## config.mk

```make
export PLATFORM = sky130hd
export DESIGN_NAME = bcd_sub_sequencer
export DESIGN_NICKNAME = d
export VERILOG_FILES = /design/src/rtl/bcd_sub_sequencer.sv
export SDC_FILE = /design/constraint.sdc
export NUM_CORES = 1
export LEC_CHECK = 0
export CORE_UTILIZATION = 40
export CTS_CLUSTER_DIAMETER = 80
export CTS_CLUSTER_SIZE = 24
export DETAILED_ROUTE_END_ITERATION = 6
export RECOVER_POWER = 50
export SYNTH_ARGS = -nofsm -noshare
export SYNTH_HDL_FRONTEND = slang
export SYNTH_SLANG_ARGS = --single-unit
```

## constraint.sdc

```tcl
create_clock -name clk -period 2.8 [get_ports clk]
set_clock_uncertainty 0.1 [all_clocks]
set_input_delay 0.56 -clock clk [delete_from_list [all_inputs] [get_ports clk]]
set_output_delay 0.56 -clock clk [all_outputs]
set_load 0.1 [all_outputs]
```

## src/rtl/bcd_sub_sequencer.sv

```systemverilog
// Multi-digit BCD subtractor sequencer: walks one digit per cycle through an
// external digit subtractor, with optional ten's-complement-to-magnitude pass.
module bcd_sub_sequencer #(
  parameter int DIGITS = 3
) (
  input  logic                  clk,
  input  logic                  rstN,
  input  logic                  start,
  input  logic                  signMode,
  input  logic [4*DIGITS-1:0]   a,
  input  logic [4*DIGITS-1:0]   b,
  output logic [3:0]            digA,
  output logic [3:0]            digB,
  output logic                  digBorrowIn,
  input  logic [3:0]            digResult,
  input  logic                  digBorrowOut,
  output logic                  busy,
  output logic                  done,
  output logic [4*DIGITS-1:0]   result,
  output logic                  negative,
  output logic                  error,
  output logic [2:0]            dbg_state
);

  // Handshake: start is sampled only while idle (busy=0); each accepted start
  // yields exactly one single-cycle done pulse, after which result/negative/
  // error stay valid until the next done or reset.

  localparam int IW = (DIGITS > 1) ? $clog2(DIGITS) : 1;
  localparam logic [IW-1:0] LAST_IDX = IW'(DIGITS - 1);

  typedef enum logic [2:0] {
    S_IDLE  = 3'd0,
    S_CHECK = 3'd1,
    S_SUB   = 3'd2,
    S_NEG   = 3'd3,
    S_DONE  = 3'd4
  } state_t;

  state_t state_q, state_d;

  logic [DIGITS-1:0][3:0] a_q, b_q, work_q, work_next;
  logic                   sign_mode_q;
  logic [IW-1:0]          idx_q;
  logic                   borrow_q;
  logic                   neg_q;
  logic                   bad_digit;
  logic                   last_digit;

  assign last_digit = (idx_q == LAST_IDX);

  always_comb begin
    bad_digit = 1'b0;
    for (int i = 0; i < DIGITS; i++) begin
      if (a_q[i] > 4'd9 || b_q[i] > 4'd9) bad_digit = 1'b1;
    end
  end

  // Working value as it will look after the current digit is written back.
  always_comb begin
    work_next        = work_q;
    work_next[idx_q] = digResult;
  end

  always_ff @(posedge clk or negedge rstN) begin
    if (!rstN) state_q <= S_IDLE;
    else       state_q <= state_d;
  end

  always_comb begin
    state_d = state_q;
    case (state_q)
      S_IDLE:  if (start) state_d = S_CHECK;
      S_CHECK: state_d = bad_digit ? S_DONE : S_SUB;
      S_SUB: begin
        if (last_digit) state_d = (digBorrowOut && sign_mode_q) ? S_NEG : S_DONE;
      end
      S_NEG:   if (last_digit) state_d = S_DONE;
      S_DONE:  state_d = S_IDLE;
      default: state_d = S_IDLE;
    endcase
  end

  always_comb begin
    digA        = 4'd0;
    digB        = 4'd0;
    digBorrowIn = 1'b0;
    case (state_q)
      S_SUB: begin
        digA        = a_q[idx_q];
        digB        = b_q[idx_q];
        digBorrowIn = borrow_q;
      end
      S_NEG: begin
        digB        = work_q[idx_q];
        digBorrowIn = borrow_q;
      end
      default: ;
    endcase
  end

  assign busy      = (state_q != S_IDLE);
  assign done      = (state_q == S_DONE);
  assign dbg_state = state_q;

  always_ff @(posedge clk or negedge rstN) begin
    if (!rstN) begin
      a_q         <= '0;
      b_q         <= '0;
      work_q      <= '0;
      sign_mode_q <= 1'b0;
      idx_q       <= '0;
      borrow_q    <= 1'b0;
      neg_q       <= 1'b0;
      result      <= '0;
      negative    <= 1'b0;
      error       <= 1'b0;
    end else begin
      case (state_q)
        S_IDLE: begin
          if (start) begin
            a_q         <= a;
            b_q         <= b;
            sign_mode_q <= signMode;
            work_q      <= '0;
            idx_q       <= '0;
            borrow_q    <= 1'b0;
            neg_q       <= 1'b0;
          end
        end
        S_CHECK: begin
          if (bad_digit) begin
            result   <= '0;
            negative <= 1'b0;
            error    <= 1'b1;
          end
        end
        S_SUB: begin
          work_q[idx_q] <= digResult;
          if (last_digit) begin
            neg_q    <= digBorrowOut;
            idx_q    <= '0;
            borrow_q <= 1'b0;
            if (!(digBorrowOut && sign_mode_q)) begin
              result   <= work_next;
              negative <= digBorrowOut;
              error    <= 1'b0;
            end
          end else begin
            idx_q    <= idx_q + 1'b1;
            borrow_q <= digBorrowOut;
          end
        end
        S_NEG: begin
          // Final borrow of the negation pass carries no information.
          work_q[idx_q] <= digResult;
          if (last_digit) begin
            result   <= work_next;
            negative <= neg_q;
            error    <= 1'b0;
          end else begin
            idx_q    <= idx_q + 1'b1;
            borrow_q <= digBorrowOut;
          end
        end
        default: ;
      endcase
    end
  end

endmodule

```

* Yosys cells after proc, flatten, opt, wreduce, memory -nomap -nowiden
Index checks and enable logic that the tools add are counted.
** Operators by class
- $add $sub $neg :: 1
- $lt $le $gt $ge :: 8
- Equality and inequality tests :: 11
- Muxes and demuxes :: 48
- Reductions and logical operators :: 18
** Operators by type and width (number)
- $mux W12 :: 5
- $pmux W12 S3 :: 1
- $bmux W4 S2 :: 3
- $gt A4 B4 Y1 const B :: 6
- $pmux W12 S2 :: 1
- $mux W4 :: 5
- $mux W1 :: 16
- $mux W3 :: 5
- $bwmux W12 :: 1
- $ne A2 B2 Y1 const B :: 6
- $pmux W3 S4 :: 1
- $pmux W1 S3 :: 3
- $reduce_and A3 Y1 :: 3
- $reduce_bool A3 Y1 :: 3
- $demux W4 S2 :: 1
- $pmux W4 S2 :: 1
- $eq A3 B2 Y1 const B :: 2
- $mux W2 :: 3
- $pmux W2 S3 :: 1
- $reduce_and A5 Y1 :: 1
- $reduce_and A2 Y1 :: 2
- $reduce_bool A2 Y1 :: 2
- $eq A3 B1 Y1 const B :: 1
- $eq A3 B3 Y1 const B :: 1
- 9 further kinds :: 12
** Word-level totals
- Register bits after elaboration :: 58
- Input bits :: 33
- Output and inout port bits :: 28
- Word-level logic and storage cells :: 103

* Logic depth before layout (Yosys ltp)
- Depth in word-level cells :: 8
- Gate-level depth with buffers :: 9
- Mapped depth without buffers :: 6

* Worst setup path before layout
No wires, ideal clock.
- Kind :: reg2out
- Start point :: reg state_q[0] (netlist: dbg_state[0])
- End point :: out digB[3]
- Arrival :: 3.163 ns
- Data required time :: 2.140 ns
- Path slack :: -1.023 ns
- Stages on the path, launching flop included :: 6
- Path buffers :: 2
- Cell sequence :: dfrtp_1 buf_2 buf_2 mux2_2 nand3_1 a21oi_1
** On the way
- Cells in the longest elaborated chain, start to end :: 2
- Elaborated cells on any way between the ends :: 3
- Those cells by class :: eq/ne: 2; mux: 1
** Ends and longest elaborated chain
- start, declared :: line 40 : state_t state_q, state_d;
- start signal, assigned :: line 67 : else state_q <= state_d;
- $eq A3 B2 Y1 :: line 88 : case (state_q)
- $pmux W4 S2 * :: line 88
- end, declared :: line 13 : output logic [3:0] digB,
Every way passes the cells marked *; elsewhere a longest branch is shown, timed or not.

* Worst setup path after layout
- Start point :: reg idx_q[1]
- End point :: out digB[2]
** On the way
- Cells in the longest elaborated chain, start to end :: 3
- Elaborated cells on any way between the ends :: 5
- Those cells by class :: mux: 5
** Ends and longest elaborated chain
- start, declared :: line 44 : logic [IW-1:0] idx_q;
- start signal, assigned :: line 150 : idx_q <= idx_q + 1'b1;
- start signal, assigned :: line 162 : idx_q <= idx_q + 1'b1;
- $bmux W4 S2 (on tied branches) :: line 95, 91
- $mux W4 (on tied branches) :: line 95, 91
- $pmux W4 S2 * :: line 88
Every way passes the cells marked *; elsewhere a longest branch is shown, timed or not. The select of a mux whose other input is x is not followed.

==> results.json <==
{
  "status": "finished, violations left",
  "violations": "capacitance limit, slew limit",
  "ctsHoldBuffers": 0,
  "ff2ff_path_depth": 6,
  "fp.coreArea_sq_um": 7214,
  "ys_seq_area_share_pct": 48.72,
  "io_buffer_count": 60,
  "reg2reg_from": "idx_q[1]",
  "grt_overflow": 0,
  "slew-limit-headroom_pct": -11.39,
  "grt_pass1_vias": 2215,
  "synth_edf_count": 0,
  "synth_top_family_by_area": "multiplexers",
  "cts_buffers": 9,
  "n_fill_cell": 657,
  "synth_compound_area_share_pct": 11.42,
  "netlist-cell-type-count": 40,
  "yosys.area_share.simple_pct": 7.854,
  "dp_hpwl_um": 4810,
  "fmax_ghz": 0.3949,
  "num_vias": 2181,
  "cts.sinks": 58,
  "htreeDepth": 3,
  "reg2reg_slack_ps": 620,
  "cp-startpoint": "idx_q[1]",
  "fin_crit_sh_pct": 90.44,
  "n_antenna_cell": 0,
  "power_leakage_uw": 0.001653,
  "async_reset_ff_share_pct": 100.0,
  "wl_um": 6783,
  "cts_setup_buffers": 0,
  "syn_to_final_growth_pct": 33.14,
  "grt_use_met2_pct": 31.19,
  "cts_tree": "done",
  "start_kind": "register",
  "tns_ps": 0,
  "nets": 346,
  "cap_violations": 1,
  "syn_nets": 285,
  "first_iter_violations": 98,
  "ys_warn_count": 0,
  "layout-drive-gt1-share_pct": 32.59,
  "ys_ff_latch": 58,
  "hold_violations": 0,
  "crit_arrival_ps": 1870,
  "dr.pass1.iters": 4,
  "grt_pass1_wl_um": 11090,
  "floorplan.initialDensity_pct": 41.29,
  "die_height_um": 88.30,
  "chipWidth_um": 88.30,
  "cts.repair.resized": 0,
  "synth_fa_ha_area_share_pct": 2.100,
  "synthMuxAreaShare_pct": 25.75,
  "antenna_found_initial": 0,
  "r2r-end": "result[3]",
  "avgRoutedWirePerCell_um": 16.46,
  "use_met1_pct": 25.98,
  "drv_slew": 29,
  "gp_congestion": 0.7414,
  "clk_pin_slew_ps": 70,
  "pin_count": 61,
  "period_minus_slack_ps": 2532,
  "drc": 0,
  "clk_latency_ps": 350,
  "path_max_fanout": 11,
  "met3_usage_pct": 4.571,
  "hold_path.class": "register to register",
  "cp-end-kind": "primary output",
  "rsz0062_at_grt": "no",
  "grt_max_degree": 31,
  "power-per-cell-area_nw_per_um2": 1071,
  "track_usage_pct": 19.29,
  "netlist_instances": 247,
  "netlist_area_sq_um": 2979,
  "ant_nets": 0,
  "critPathKind": "register to primary output",
  "avgViaCountPerCell": 5.294,
  "worst_slack_ps": 267.6,
  "die_area_sq_um": 7797,
  "grt.busiest_layer": "met2",
  "ys.flop_type": "dfrtp_1",
  "row_count": 31,
  "synth_xor_area_share_pct": 0.2940,
  "dp_slack_ps": 446.7,
  "critPathRequiredTime_ps": 2140,
  "vdd_drop_max_v": 0.0008913,
  "finalSetupViolCount": 0,
  "avgSynthCellArea_sq_um": 12.06,
  "clock_path_buffers": 2,
  "worst_pin_slew_ps": 1671,
  "setup.worst_path.end": "digB[2]",
  "ctsRootBufferMaster": "clkbuf_8"
}
how the worst min path moves through the flow:
| stage | depth (start not counted) | start | to |
|---|---|---|---|
| 2_1_floorplan | 0 | rstN | a_q[0] |
| 3_3_place_gp | 1 | result[5] | result[5] |
| 3_5_place_dp | 1 | borrow_q | borrow_q |
| 4_1_cts | 1 | rstN | result[0] |
| 5_1_grt | 1 | borrow_q | borrow_q |
| 6_report | 1 | borrow_q | borrow_q |
report_power, final:
part / internal (uW) / switching (uW)
logic: 812 / 1220
clock network: 499 / 368
registers: 1100 / 249
logic make-up (layout without fill, tap and decap cells):
logic type	Yosys count	count (layout)
adders and majority gates	5	5
AOI/OAI and AO/OA	45	45
xor gates and xnor gates	1	1
and+or+nand+nor	50	50
buffers and inverters	25	91
muxes	63	63
DFF	58	58
per-stage QoR:
stage          utilization (%)  hold slack, ps  cells  area (sq um)  total power (uW)
2_1_floorplan                -           164.4    247          3034              2903
3_3_place_gp             52.71           391.8    396          3802              3399
3_5_place_dp             52.71           392.4    396          3802              3425
4_1_cts                  55.72           178.1    412          4020              4305
5_1_grt                  54.98           421.6    412          3966              4504
6_report                 54.98           405.3    412          3966              4249
worst max-delay path, cell delays in order, from the launching register on:
cell	delay (ps)
dfrtp_1	480
buf_4	230
inv_1	220
nand3_1	170
a21oi_4	220
buf_12	200
per-layer routing:
metal / wire length (um) / up-vias / share of wire (%)
li1: - / 1031 / -
met1: 3000 / 1077 / 44
met2: 3394 / 62 / 50
met3: 274 / 11 / 4.0
met4: 114 / 0 / 1.7
met5: 0 / - / 0
flip-flops by register name (all words and copies together) (netlist names):
| register | flops |
|---|---|
| sign_mode_q | 1 |
| negative | 1 |
| b_q | 12 |
| neg_q | 1 |
| borrow_q | 1 |
| result | 12 |
| a_q | 12 |
| error | 1 |
| idx_q | 2 |
| dbg_state | 3 |
| work_q | 12 |
cells in the final DEF, fill, tap and decap left out, types with 2 or more instances in the layout:
cell type / netlist / routed
bufinv_16: 0 / 2
o31ai_1: 2 / 2
buf_12: 0 / 11
clkbuf_8: 0 / 9
ha_1: 5 / 5
and2_2: 0 / 4
a21oi_4: 0 / 4
clkinv_2: 0 / 2
clkinvlp_4: 0 / 2
inv_1: 5 / 5
o22ai_1: 5 / 5
mux2_4: 9 / 9
clkdlybuf4s50_1: 0 / 31
mux2i_1: 17 / 17
clkbuf_1: 7 / 15
mux2_2: 33 / 33
nand2_1: 14 / 14
a21oi_1: 6 / 2
dfrtp_1: 58 / 56
nand3_1: 4 / 4
buf_4: 1 / 12
nor2_1: 17 / 17
a32o_1: 14 / 14
o21ai_0: 11 / 11
mux4_2: 4 / 4
dfrtp_2: 0 / 2
cell type report:
class	count	area [sq um]	area share (%)
clock buffer	9	123.9	3.123
tap	99	123.9	3.123
clock inverter	7	93.84	2.366
sequential	58	1454	36.66
multi-input combinational	164	1471	37.10
timing repair buffer	69	676.9	17.07
inverter	6	22.52	0.5678
Yosys cell counts, types with 2 or more instances:
cell       n  share of area [%]
nand3_1    4               0.67
and2_1     5                1.0
buf_2      8                1.3
a32o_1    14                4.7
ha_1       5                2.1
mux2_2    33                 12
nand2_1   14                1.8
inv_1      5               0.63
mux4_2     4                3.0
dfrtp_1   58                 49
o21ai_0   11                1.8
clkbuf_1   7               0.88
mux2_4     9                4.5
o31ai_1    2               0.50
buf_1      2               0.25
a21oi_1    6                1.0
mux2i_1   17                5.7
nor2_1    17                2.1
o22ai_1    5                1.0
No activity file was read; power rests on OpenSTA's default activity.
